--- src/rtl/pci_pkg.sv ---
// rtl/pci_pkg.sv - shared command codes, FSM states and active-low levels for the PCI target
package pci_pkg;

    localparam logic [3:0] CMD_MEM_READ  = 4'b0110;
    localparam logic [3:0] CMD_MEM_WRITE = 4'b0111;

    localparam logic ASSERTED   = 1'b0;
    localparam logic DEASSERTED = 1'b1;

    typedef enum logic [2:0] {
        IDLE  = 3'd0,
        WDATA = 3'd1,
        RTURN = 3'd2,
        RDATA = 3'd3,
        END   = 3'd4,
        BUSY  = 3'd5
    } pci_state_t;

endpackage

--- src/rtl/pci_addr_decode.sv ---
// rtl/pci_addr_decode.sv - combinational address/command decode for the target window
//
// Ports:
//   AD_in     in  32  address as sampled in the address phase
//   C_BE      in  4   bus command in the address phase
//   hit       out 1   supported memory command inside the window
//   is_write  out 1   command is a memory write
//   start_ptr out 4   word index of AD_in within the window
module pci_addr_decode
    import pci_pkg::*;
#(
    parameter logic [31:0] BASE_ADDR = 32'h0000_1000,
    parameter int          DEPTH     = 10
) (
    input  logic [31:0] AD_in,
    input  logic [3:0]  C_BE,
    output logic        hit,
    output logic        is_write,
    output logic [3:0]  start_ptr
);

    localparam logic [31:0] LIMIT = BASE_ADDR + 32'(4 * DEPTH);

    logic in_range;
    logic cmd_ok;

    assign in_range = (AD_in >= BASE_ADDR) && (AD_in < LIMIT);
    assign cmd_ok   = (C_BE == CMD_MEM_WRITE) || (C_BE == CMD_MEM_READ);
    assign hit      = in_range && cmd_ok;
    assign is_write = (C_BE == CMD_MEM_WRITE);

    // The window is 64-byte aligned and at most 16 words, so inside the window
    // the word offset is simply the address bits [5:2].
    assign start_ptr = AD_in[5:2];

endmodule

--- src/rtl/pci_target_ctrl.sv ---
// rtl/pci_target_ctrl.sv - PCI target controller driving DEVSEL#/TRDY# and the word memory port
//
// Ports:
//   clk, rst_n              clock, asynchronous active-low reset
//   FRAME, IRDY, C_BE       PCI master controls (active low)
//   AD_in / AD_out / AD_oe  sampled AD, read data toward the pads, pad enable
//   DEVSEL, TRDY            PCI target responses (active low)
//   mem_we, mem_addr        write strobe and shared word pointer
//   mem_wdata, mem_be       write data and active-high byte enables
//   mem_rdata               combinational memory read of mem_addr
module pci_target_ctrl
    import pci_pkg::*;
#(
    parameter logic [31:0] BASE_ADDR = 32'h0000_1000,
    parameter int          DEPTH     = 10
) (
    input  logic        clk,
    input  logic        rst_n,
    input  logic        FRAME,
    input  logic        IRDY,
    input  logic [3:0]  C_BE,
    input  logic [31:0] AD_in,
    output logic [31:0] AD_out,
    output logic        AD_oe,
    output logic        DEVSEL,
    output logic        TRDY,
    output logic        mem_we,
    output logic [3:0]  mem_addr,
    output logic [31:0] mem_wdata,
    output logic [3:0]  mem_be,
    input  logic [31:0] mem_rdata
);

    pci_state_t state, state_nxt;
    logic       frame_q, irdy_q;
    logic [3:0] ptr;

    logic       hit, is_write;
    logic [3:0] start_ptr;
    logic       addr_phase, can_decode, in_data, xfer;

    pci_addr_decode #(
        .BASE_ADDR (BASE_ADDR),
        .DEPTH     (DEPTH)
    ) u_decode (
        .AD_in     (AD_in),
        .C_BE      (C_BE),
        .hit       (hit),
        .is_write  (is_write),
        .start_ptr (start_ptr)
    );

    // A new transaction starts only when the bus was idle on the previous edge.
    assign addr_phase = (FRAME == ASSERTED) && (frame_q == DEASSERTED) && (irdy_q == DEASSERTED);
    assign can_decode = (state == IDLE) || (state == END);
    assign in_data    = (state == WDATA) || (state == RDATA);
    // TRDY is always asserted in the data states, so IRDY alone completes a phase.
    assign xfer       = in_data && (IRDY == ASSERTED);

    always_ff @(posedge clk or negedge rst_n) begin
        if (!rst_n) begin
            state   <= IDLE;
            frame_q <= DEASSERTED;
            irdy_q  <= DEASSERTED;
            ptr     <= 4'd0;
        end else begin
            state   <= state_nxt;
            frame_q <= FRAME;
            irdy_q  <= IRDY;
            if (can_decode && addr_phase && hit) begin
                ptr <= start_ptr;
            end else if (xfer) begin
                ptr <= (ptr == 4'(DEPTH - 1)) ? 4'd0 : ptr + 4'd1;
            end
        end
    end

    always_comb begin
        state_nxt = state;
        case (state)
            IDLE, END: begin
                if (addr_phase) begin
                    if (!hit)          state_nxt = BUSY;
                    else if (is_write) state_nxt = WDATA;
                    else               state_nxt = RTURN;
                end else begin
                    state_nxt = IDLE;
                end
            end
            WDATA, RDATA: begin
                if (xfer && FRAME == DEASSERTED)
                    state_nxt = END;
                else if (FRAME == DEASSERTED && IRDY == DEASSERTED)
                    state_nxt = END;
            end
            RTURN: state_nxt = RDATA;
            BUSY: begin
                if (FRAME == DEASSERTED && IRDY == DEASSERTED) state_nxt = IDLE;
            end
            default: state_nxt = IDLE;
        endcase
    end

    always_comb begin
        DEVSEL = DEASSERTED;
        TRDY   = DEASSERTED;
        AD_oe  = 1'b0;
        AD_out = 32'd0;
        mem_we = 1'b0;
        case (state)
            WDATA: begin
                DEVSEL = ASSERTED;
                TRDY   = ASSERTED;
                mem_we = (IRDY == ASSERTED);
            end
            RTURN: begin
                DEVSEL = ASSERTED;
            end
            RDATA: begin
                DEVSEL = ASSERTED;
                TRDY   = ASSERTED;
                AD_oe  = 1'b1;
                AD_out = mem_rdata;
            end
            default: ;
        endcase
    end

    assign mem_addr  = ptr;
    assign mem_wdata = AD_in;
    assign mem_be    = ~C_BE;

endmodule

--- config.mk ---
export PLATFORM = sky130hd
export DESIGN_NAME = pci_target_ctrl
export DESIGN_NICKNAME = d
export VERILOG_FILES = /design/src/rtl/pci_pkg.sv /design/src/rtl/pci_addr_decode.sv /design/src/rtl/pci_target_ctrl.sv
export SDC_FILE = /design/constraint.sdc
export NUM_CORES = 1
export LEC_CHECK = 0
export ABC_AREA = 1
export CORE_MARGIN = 4
export CORE_UTILIZATION = 29
export DETAILED_ROUTE_END_ITERATION = 12
export PLACE_DENSITY = 0.85
export SYNTH_ARGS = -nofsm -noshare
export SYNTH_HDL_FRONTEND = slang
export SYNTH_HIERARCHICAL = 1
export SYNTH_SLANG_ARGS = --single-unit
--- constraint.sdc ---
create_clock -name clk -period 1.63 [get_ports clk]
set_clock_uncertainty 0.05 [all_clocks]
set_input_delay 0.2445 -clock clk [delete_from_list [all_inputs] [get_ports clk]]
set_output_delay 0.2445 -clock clk [all_outputs]
set_load 0.1 [all_outputs]
==> impl_metrics.ini <==
[route]
ant_nets = 0
drc = 0
vias = 2242
dr.pass1.iters = 4
wl_per_cell_um = 24.9
wl_mm = 10.7
drt-initial-drc-count = 135
vias_per_cell = 5.21

[setup_path]
required_ns = 1.34
r2r_end = mem_addr[0]
critPathMaxFanout = 9
crit_type = reg2out
r2r_slack_ns = -0.08
arrival_ns = 1.65
worstSetupEndpointType = output port
r2r_start = state[2]
cp-start-kind = flop
ff2ff_path_depth = 11

[clock_network]
cts_root_buf = clkbuf_8
cts_tree = done
clk_path_buf_depth = 2
cts_inserted_buffers = 3
clk_pin_slew_ns = 0.05
cts_sinks = 9
h-tree-depth = 1
clk_latency_ns = 0.25
hold_buffers = 0

[global_routing]
first_global_vias = 2385
antenna_found_initial = 0
grt-ovfl-total = 0
grt_pass1_wl_mm = 13.3
grt_max_degree = 11
track_usage_pct = 34.3

[pwr]
power_frac_seq_pct = 15.0
switching_share_pct = 56.6
switchingPower_uw = 1640
internal_power_uw = 1250
pwr-share-clk_pct = 10.0
p_leak_uw = 0.00191
power.density_mw_per_mm2 = 744
irDropWorstVdd_v = 0.000846
p_comb_share_pct = 75.0

[final_layout]
n_antenna_cell = 0
final_cell_mix = 76 x buf_12, 47 x inv_1, 47 x buf_4
design_area_mm2 = 0.00389
post-route-util_pct = 95.2
fin_cells = 430
area_growth_pct = 211
drive_gt1_share_pct = 58.4
nets = 453
mostFrequentLayoutCell = buf_12

[timing]
final_max_slew_viol_count = 0
worstMarginPinSlew_ns = 0.543
finalSetupViolations = 38
rsz0062_at_grt = true
fin_hold_ws_ns = 0.301
maxSlewHeadroom_pct = 63.7
post-route-min-period_ns = 1.94
hold_viol = 0
finalWorstSetupSlack_ns = -0.314
fin_crit_sh_pct = 119
fmax_mhz = 514

[synthesis]
netlist_instances = 217
synth-seq-cells = 9
synth_nets = 289
synth_seq_area_share_pct = 18.2
synth_area_mm2 = 0.00125
ys_types = 17
yosys_warnings = 6
syn_area_per_cell_um2 = 5.76

[die]
dieHeight_um = 73.7
rows = 23
fp.dieArea_mm2 = 0.00542
core-area_mm2 = 0.00409
initial_core_util_pct = 30.6
die_w_um = 73.7
num_io_pins = 148

[run_status]
violations = setup timing
status = finished with violations

[hold_path]
hp-class = in2async

[placement]
place_area_mm2 = 0.00376
dp_hpwl_mm = 6.75
dp.cells = 410
place_congestion = 0.806
port_buffers = 143

[flow_run]
max-cap-violations = 0
==> kinds of logic after synthesis <==
kind of cell / count (synthesis) / synth area share, %
AO/OA/AOI/OAI: 4 / 1.80
buffers and inverters: 92 / 40.2
flip-flops: 9 / 18.2
AND/OR/NAND/NOR: 112 / 39.7
==> power by group through the flow <==
stage	Sequential, uW	Combinational, uW	Clock, uW
finish	434	2170	290
global placement	400	1850	0
detailed placement	406	1910	0
global route	437	2220	300
floorplan	653	875	0
CTS	412	2030	281
==> cell usage after synthesis <==
cell | count | area [um2]
a21oi_1 | 2 | 10.0
buf_4 | 36 | 270
buf_6 | 3 | 33.8
dfrtp_1 | 7 | 175
dfstp_2 | 2 | 52.6
inv_1 | 51 | 191
inv_2 | 2 | 7.51
nand2_1 | 25 | 93.8
nand2_4 | 1 | 11.3
nand3_1 | 20 | 100
nand3b_1 | 1 | 7.51
nand4_1 | 1 | 6.26
nor2_1 | 55 | 206
nor2_2 | 6 | 37.5
nor2_4 | 3 | 33.8
o21ai_0 | 1 | 5.00
o21bai_1 | 1 | 7.51
==> per-stage QoR <==
step,power [uW],worst slack [ns],TNS [ns]
6_report,2890,-0.314,-7.94
5_1_grt,2950,-0.356,-9.75
4_1_cts,2720,-0.205,-5.72
3_5_place_dp,2320,-0.432,-2.55
3_3_place_gp,2250,-0.244,-1.21
2_1_floorplan,1530,-0.715,-22.33
==> state kept, by name (all words and copies together) (netlist names) <==
signal    count
mem_addr      4
irdy_q        1
frame_q       1
state         3
==> worst max path at each step <==
stage / start / to / slack, ns / cells past startpoint
floorplan: state[2] / AD_out[10] / -0.72 / 6
global placement: C_BE[1] / mem_addr[0] / -0.24 / 12
detailed placement: C_BE[2] / mem_addr[0] / -0.43 / 12
CTS: state[2] / AD_out[22] / -0.20 / 7
global route: state[2] / AD_out[30] / -0.36 / 7
finish: state[2] / AD_out[30] / -0.31 / 7
==> routing by layer <==
metal / GRT usage (%) / share of wire [%] / routed length (um)
met1: 27.5 / 30 / 3240
met2: 67.3 / 52 / 5510
met3: 11.9 / 10 / 1090
met4: 22.9 / 8.0 / 857
met5: 0 / 0 / 0
==> layout make-up <==
type / instances / area (um2)
fillers: 100 / 198
clock buffers: 4 / 45.0
well taps: 50 / 62.6
multi-input cells: 116 / 823
inverters: 53 / 206
repair buffers: 198 / 2520
flip-flops and latches: 9 / 229
==> critical path: stages, from the launching register on <==
cell,delay (ns)
dfrtp_1,0.40
inv_2,0.12
nand2_8,0.07
nor2_4,0.18
inv_8,0.07
buf_12,0.16
nor2_4,0.18
buf_12,0.20
==> what timing repair did <==
| action | CTS | global route |
|---|---|---|
| buffers inserted | 12 | 8 |
| endpoints found under the setup margin | 40 | 43 |
| resized for setup | 32 | 77 |
| pin swaps | 25 | 35 |
Note: power is estimated with default switching activity, not from simulation.
